===== config.mk =====
export PLATFORM = sky130hd
export DESIGN_NAME = cascade_counter
export DESIGN_NICKNAME = d
export VERILOG_FILES = /design/src/rtl/cascade_counter.sv
export SDC_FILE = /design/constraint.sdc
export NUM_CORES = 1
export LEC_CHECK = 0
export ABC_CLOCK_PERIOD_IN_PS = 5200
export BUFFER_PORTS_ARGS = -buffer_cell sky130_fd_sc_hd__buf_2
export CAP_MARGIN = 20
export CORE_ASPECT_RATIO = 1.25
export CORE_MARGIN = 3
export CORE_UTILIZATION = 58
export DETAILED_ROUTE_END_ITERATION = 6
export GPL_TIMING_DRIVEN = 0
export PLACE_DENSITY = 0.87
export SYNTH_ARGS = -nofsm -noshare
export SYNTH_HDL_FRONTEND = slang
export SYNTH_SLANG_ARGS = --single-unit

===== constraint.sdc =====
create_clock -name clk -period 5.2 [get_ports clk]
set_clock_uncertainty 0.2 [all_clocks]
set_input_delay 0.52 -clock clk [delete_from_list [all_inputs] [get_ports clk]]
set_output_delay 0.52 -clock clk [all_outputs]
set_load 0.005 [all_outputs]

===== src/rtl/cascade_counter.sv =====
// Chain of STAGES modulo digits with per-digit runtime limits, up/down stepping,
// rippled carry/borrow, sync clear/load and registered chain-wrap reporting.
module cascade_counter #(
  parameter int STAGES = 4,
  parameter int WIDTH  = 4
) (
  input  logic                      clk,
  input  logic                      rst,
  input  logic                      en,
  input  logic                      dir,
  input  logic                      clr,
  input  logic                      load,
  input  logic [STAGES*WIDTH-1:0]   load_val,
  input  logic [STAGES*WIDTH-1:0]   limit,
  input  logic                      ovf_clr,
  output logic [STAGES*WIDTH-1:0]   count,
  output logic [STAGES-1:0]         carry,
  output logic                      wrap,
  output logic                      ovf_sticky
);

  logic [STAGES-1:0][WIDTH-1:0] r_count;
  logic                         r_wrap;
  logic                         r_ovf;

  logic [STAGES-1:0][WIDTH-1:0] w_limit;
  logic [STAGES-1:0][WIDTH-1:0] w_load_val;
  logic [STAGES-1:0][WIDTH-1:0] w_next;
  logic [STAGES-1:0]            w_step;
  logic [STAGES-1:0]            w_carry;
  logic [WIDTH-1:0]             w_stepped;
  logic                         w_ripple;
  logic                         w_at_top;
  logic                         w_at_zero;
  logic                         w_chain_wrap;

  assign w_limit    = limit;
  assign w_load_val = load_val;

  // Carry ripples digit by digit; clr/load suppress stepping entirely so carry stays 0.
  always_comb begin
    w_next    = r_count;
    w_step    = '0;
    w_carry   = '0;
    w_stepped = '0;
    w_at_top  = 1'b0;
    w_at_zero = 1'b0;
    w_ripple  = en & ~clr & ~load;
    for (int i = 0; i < STAGES; i++) begin
      w_step[i] = w_ripple;
      w_at_top  = (r_count[i] >= w_limit[i]);
      w_at_zero = (r_count[i] == '0);
      if (dir) begin
        w_carry[i] = w_step[i] & w_at_top;
        w_stepped  = w_at_top ? '0 : r_count[i] + WIDTH'(1);
      end else begin
        w_carry[i] = w_step[i] & w_at_zero;
        if (w_at_zero || (r_count[i] > w_limit[i]))
          w_stepped = w_limit[i];
        else
          w_stepped = r_count[i] - WIDTH'(1);
      end
      if (clr)
        w_next[i] = '0;
      else if (load)
        w_next[i] = w_load_val[i];
      else if (w_step[i])
        w_next[i] = w_stepped;
      else
        w_next[i] = r_count[i];
      w_ripple = w_carry[i];
    end
  end

  assign w_chain_wrap = w_carry[STAGES-1];

  always_ff @(posedge clk or negedge rst) begin
    if (!rst) begin
      r_count <= '0;
      r_wrap  <= 1'b0;
      r_ovf   <= 1'b0;
    end else begin
      r_count <= w_next;
      r_wrap  <= w_chain_wrap;
      // A wrap in the same cycle as ovf_clr keeps the flag set.
      if (clr)
        r_ovf <= 1'b0;
      else if (w_chain_wrap)
        r_ovf <= 1'b1;
      else if (ovf_clr)
        r_ovf <= 1'b0;
    end
  end

  assign count      = r_count;
  assign carry      = w_carry;
  assign wrap       = r_wrap;
  assign ovf_sticky = r_ovf;

endmodule


* Word-level counts from Yosys, hierarchy flattened
Cells that the tools add are included.
Storage, ports and cells: register bits after elaboration 18, output and inout port bits 22, word-level logic and storage cells 78
Cells by class: add/sub/neg operators 8, magnitude comparators 8, multiplexer cells 31, bitwise logic cells 12, reduce and logical (&&, ||, !) cells 13
Operators with widths (count):
- $mux W4 | 24
- $add A4 B1 Y4 const B | 4
- $ge A4 B4 Y1 | 4
- $gt A4 B4 Y1 | 4
- $logic_not A4 Y1 | 4
- $sub A4 B1 Y4 const B | 4
- $reduce_bool A3 Y1 | 5
- $and A1 B1 Y1 | 10
- $mux W1 | 7
- $logic_or A1 B1 Y1 | 4
- $not A1 Y1 | 2

* Depth between registers and ports, before layout
depth after elaboration 13, depth in mapped cells 10

* Least setup slack after synthesis
No wires, ideal clock.
kind input to output, start point input limit[13], end point output carry[3], arrival 1997 ps, path slack 2483 ps, cell stages on the path 9, path buffers 2, cells stage by stage inv_1 > ha_1 > nor2b_1 > o31ai_1 > and4b_1 > clkbuf_1 > nor2_1 > and3_1 > buf_4
Between the ends: word-level cells in the longest chain between the ends 3
RTL lines:
- from (decl) | line 14 | input logic [STAGES*WIDTH-1:0] limit,
- $ge A4 B4 Y1 | line 51 | w_at_top = (r_count[i] >= w_limit[i]);
- $and A1 B1 Y1 | line 54 | w_carry[i] = w_step[i] & w_at_top;
- $mux W1 | line 53 | if (dir) begin
- to (decl) | line 17 | output logic [STAGES-1:0] carry,
No other way between the ends.

* Final worst setup path
start point register r_count, in the netlist count[0], end point output carry[2]
Between the ends: word-level cells in the longest chain between the ends 7, elaborated cells between the ends (all ways) 11
RTL lines:
- from (decl) | line 22 | logic [STAGES-1:0][WIDTH-1:0] r_count;
- from (signal assigned) | line 83 | r_count <= w_next;
- $ge A4 B4 Y1 or $logic_not A4 Y1 (tied branches) | line 51, 52
- $and A1 B1 Y1, on equally long branches | line 54, 57
- $mux W1 * | line 53
- $and A1 B1 Y1, on equally long branches | line 57, 54
- $mux W1 * | line 53
- $and A1 B1 Y1, on equally long branches | line 57, 54
- $mux W1 * | line 53
Every way passes the cells marked *; elsewhere a longest branch is shown, timed or not.

==> flow_summary.ini <==
[run]
cap_violations = 0

[global_routing]
track_usage_pct = 26.0
grt_pass1_vias = 2081
overflow = 0
antenna_found_initial = 0
grt_pass1_wl_mm = 9.36
grt_max_degree = 19

[power_and_ir_drop]
finalPower_uw = 596
vdd_ir_drop_max_mv = 0.117
p_per_area_nw_per_um2 = 222
p_leak_nw = 1.37

[logic_synthesis]
yosysWarnings = 0
syn_nets = 339
ys_seq_elements = 18
yosysSeqAreaShare_pct = 19.9
synth_async_sr_flop_share_pct = 100
synth_ff_type = dfrtp_1
synth_edf_count = 0
synthDistinctLibCells = 56
synth_area_sq_um = 2270
syn_avg_cell_area_sq_um = 8.30
synthCells = 273

[floorplanning]
dieHeight_microns = 75.9
coreArea_sq_um = 3630
die_area_sq_um = 4700
start_util_pct = 62.4
fp-row-count = 24
io_pins = 61
die_x_microns = 61.9

[sta]
fin_tns_setup_ns = 0
timing.hold.ws_ns = -0.00683
setup_ws_ns = 1.92
fmax_mhz = 305
slew_violations = 0
period_share_pct = 63.1
slew_headroom_pct = 65.7
rsz0062_at_grt = false
setup_violations = 0
min_period_ns = 3.28
tightest_slew_ns = 0.515
finalHoldViolations = 10

[finish]
final_cells = 389
ff_latch_area_sq_um = 450
multi_input_area_sq_um = 1650
fillers = 300
final_core_util_pct = 73.9
design_area_sq_um = 2690
n_antenna_cell = 0
drive_gt1_share_pct = 25.8
syn2layout_area_growth_pct = 18.6
fin_nets = 404

[detailed_routing]
met2_length_mm = 3.04
wl_per_cell_microns = 15.3
vias_per_cell = 5.96
routed_wl_mm = 5.96
ant_nets = 0
top_layer_used = met4
route.met3.wl_microns = 322
m1WireLength_mm = 2.53
num_vias = 2319
drt-initial-drc-count = 166
drt_pass1_iterations = 5
drc_errors = 0

[clock_tree]
cts_tree = yes
cts_resized = 0
postCtsSetupBuffers = 0
cts_root_buf = clkbuf_8
cts.clk_slew.worst_paths_ns = 0.07
insertion_delay_ns = 0.25
ctsHoldBuffers = 0
cts_max_level = 1
numClockSinks = 18
cts_inserted_buffers = 3
cts_max_path_buffers = 2

[place]
dpl_cell_area_sq_um = 2630
pre_cts_ws_ns = 2.05
place_inst = 385
numPortBuffers = 60
hpwl_mm = 4.65
gp_congestion = 0.892

[critical_path]
cp.required_ns = 4.48
crit_start = count[0]
r2r-start = count[0]
crit_type = reg -> out
critPathMaxFanout = 10
crit_end = carry[2]
r2r_end = count[10]
cp.arrival_ns = 2.56
start_kind = flip-flop
worstRegToRegCells = 9
cp-end-kind = output port
r2r_slack_ns = 2.59

[hold_path]
hold_path.class = in -> async

[outcome]
status = finished with violations
violations = hold timing
-- cells in the mapped netlist (3+ instances only) --
| library cell | instances | area (sq um) |
|---|---|---|
| a22oi_1 | 5 | 37.5 |
| clkbuf_1 | 6 | 22.5 |
| a311oi_1 | 6 | 52.6 |
| nand2b_1 | 4 | 25.0 |
| a21oi_2 | 4 | 35.0 |
| nor3_1 | 10 | 50.1 |
| o31a_1 | 5 | 43.8 |
| nand3_1 | 6 | 30.0 |
| a21o_1 | 3 | 22.5 |
| nor3b_2 | 4 | 50.1 |
| inv_1 | 28 | 105 |
| dfrtp_1 | 18 | 450 |
| xor2_1 | 7 | 61.3 |
| o21ai_1 | 8 | 40.0 |
| xnor2_1 | 5 | 43.8 |
| and3_1 | 8 | 50.1 |
| nand4_1 | 6 | 37.5 |
| a21oi_1 | 14 | 70.1 |
| nand2_1 | 10 | 37.5 |
| a32oi_1 | 3 | 26.3 |
| mux2_1 | 3 | 33.8 |
| nor2_1 | 18 | 67.6 |
| nor2b_1 | 5 | 31.3 |
| mux2i_1 | 7 | 70.1 |
| o31ai_1 | 3 | 22.5 |
| a221oi_1 | 3 | 26.3 |
| o21ai_0 | 8 | 40.0 |
| ha_1 | 27 | 338 |
-- critical path: stages, from the launching register on --
cell and delay, ns:
dfrtp_1 0.48, inv_1 0.14, ha_1 0.29, nand4_1 0.17
nor3b_2 0.22, a21oi_1 0.26, and3_1 0.21, buf_6 0.15
inv_2 0.05, nor3_1 0.20, buf_2 0.15
-- power breakdown --
part	leakage, nW	internal [mW]	total [mW]	switching (mW)
Sequential	0.236	0.155	0.189	0.0342
Combinational	1.11	0.135	0.292	0.157
Clock	0.0288	0.0672	0.115	0.0475
-- worst min-delay path by stage --
stage / end / slack, ns / cells past startpoint
floorplan: count[0] / 0.02 / 0
global placement: count[9] / 0.27 / 1
detailed placement: count[9] / 0.28 / 1
CTS: count[9] / 0.002 / 1
global route: count[8] / 0.02 / 1
finish: count[9] / -0.007 / 1
-- layout by cell type (no fill, tap or decap), drive strengths merged, types with 5 or more instances in the layout --
| cell type | count |
|---|---|
| buf | 64 |
| inv | 30 |
| ha | 27 |
| nor2 | 18 |
| dfrtp | 18 |
| a21oi | 18 |
| o21ai | 16 |
| nand2 | 10 |
| nor3 | 10 |
| clkbuf | 10 |
| and3 | 8 |
| xor2 | 7 |
| mux2i | 7 |
| nand4 | 6 |
| nand3 | 6 |
| a311oi | 6 |
| nor2b | 6 |
| o31a | 5 |
| xnor2 | 5 |
| a22oi | 5 |
| nor3b | 5 |
-- registers in the layout, summed over array words and instances (netlist names) --
name	cells
ovf_sticky	1
wrap	1
count	16
-- layout make-up --
cell class / count / share of cell area, %
multi-input cells: 215 / 61.5
flip-flops and latches: 18 / 16.8
repair buffers: 60 / 11.2
inverters: 30 / 4.19
well taps: 52 / 2.42
clock buffers: 4 / 2.05
plain buffers: 10 / 1.91
-- cells by family (layout without fill, tap and decap cells) --
family / Yosys count / after routing / synth area share (%)
fa+ha+maj: 27 / 27 / 14.9
simple gates: 84 / 84 / 21.4
flops: 18 / 18 / 19.9
mux: 10 / 10 / 4.58
compound gates: 82 / 82 / 27.4
xor+xnor: 12 / 12 / 4.64
buf+inv: 40 / 104 / 7.23
-- per-layer routing --
layer | up-vias | GRT usage (%)
li1 | 1137 | -
met1 | 1087 | 33.9
met2 | 86 | 45.4
met3 | 9 | 2.71
met4 | 0 | 6.37
met5 | - | 0
Note: power is estimated with default switching activity, not from simulation.
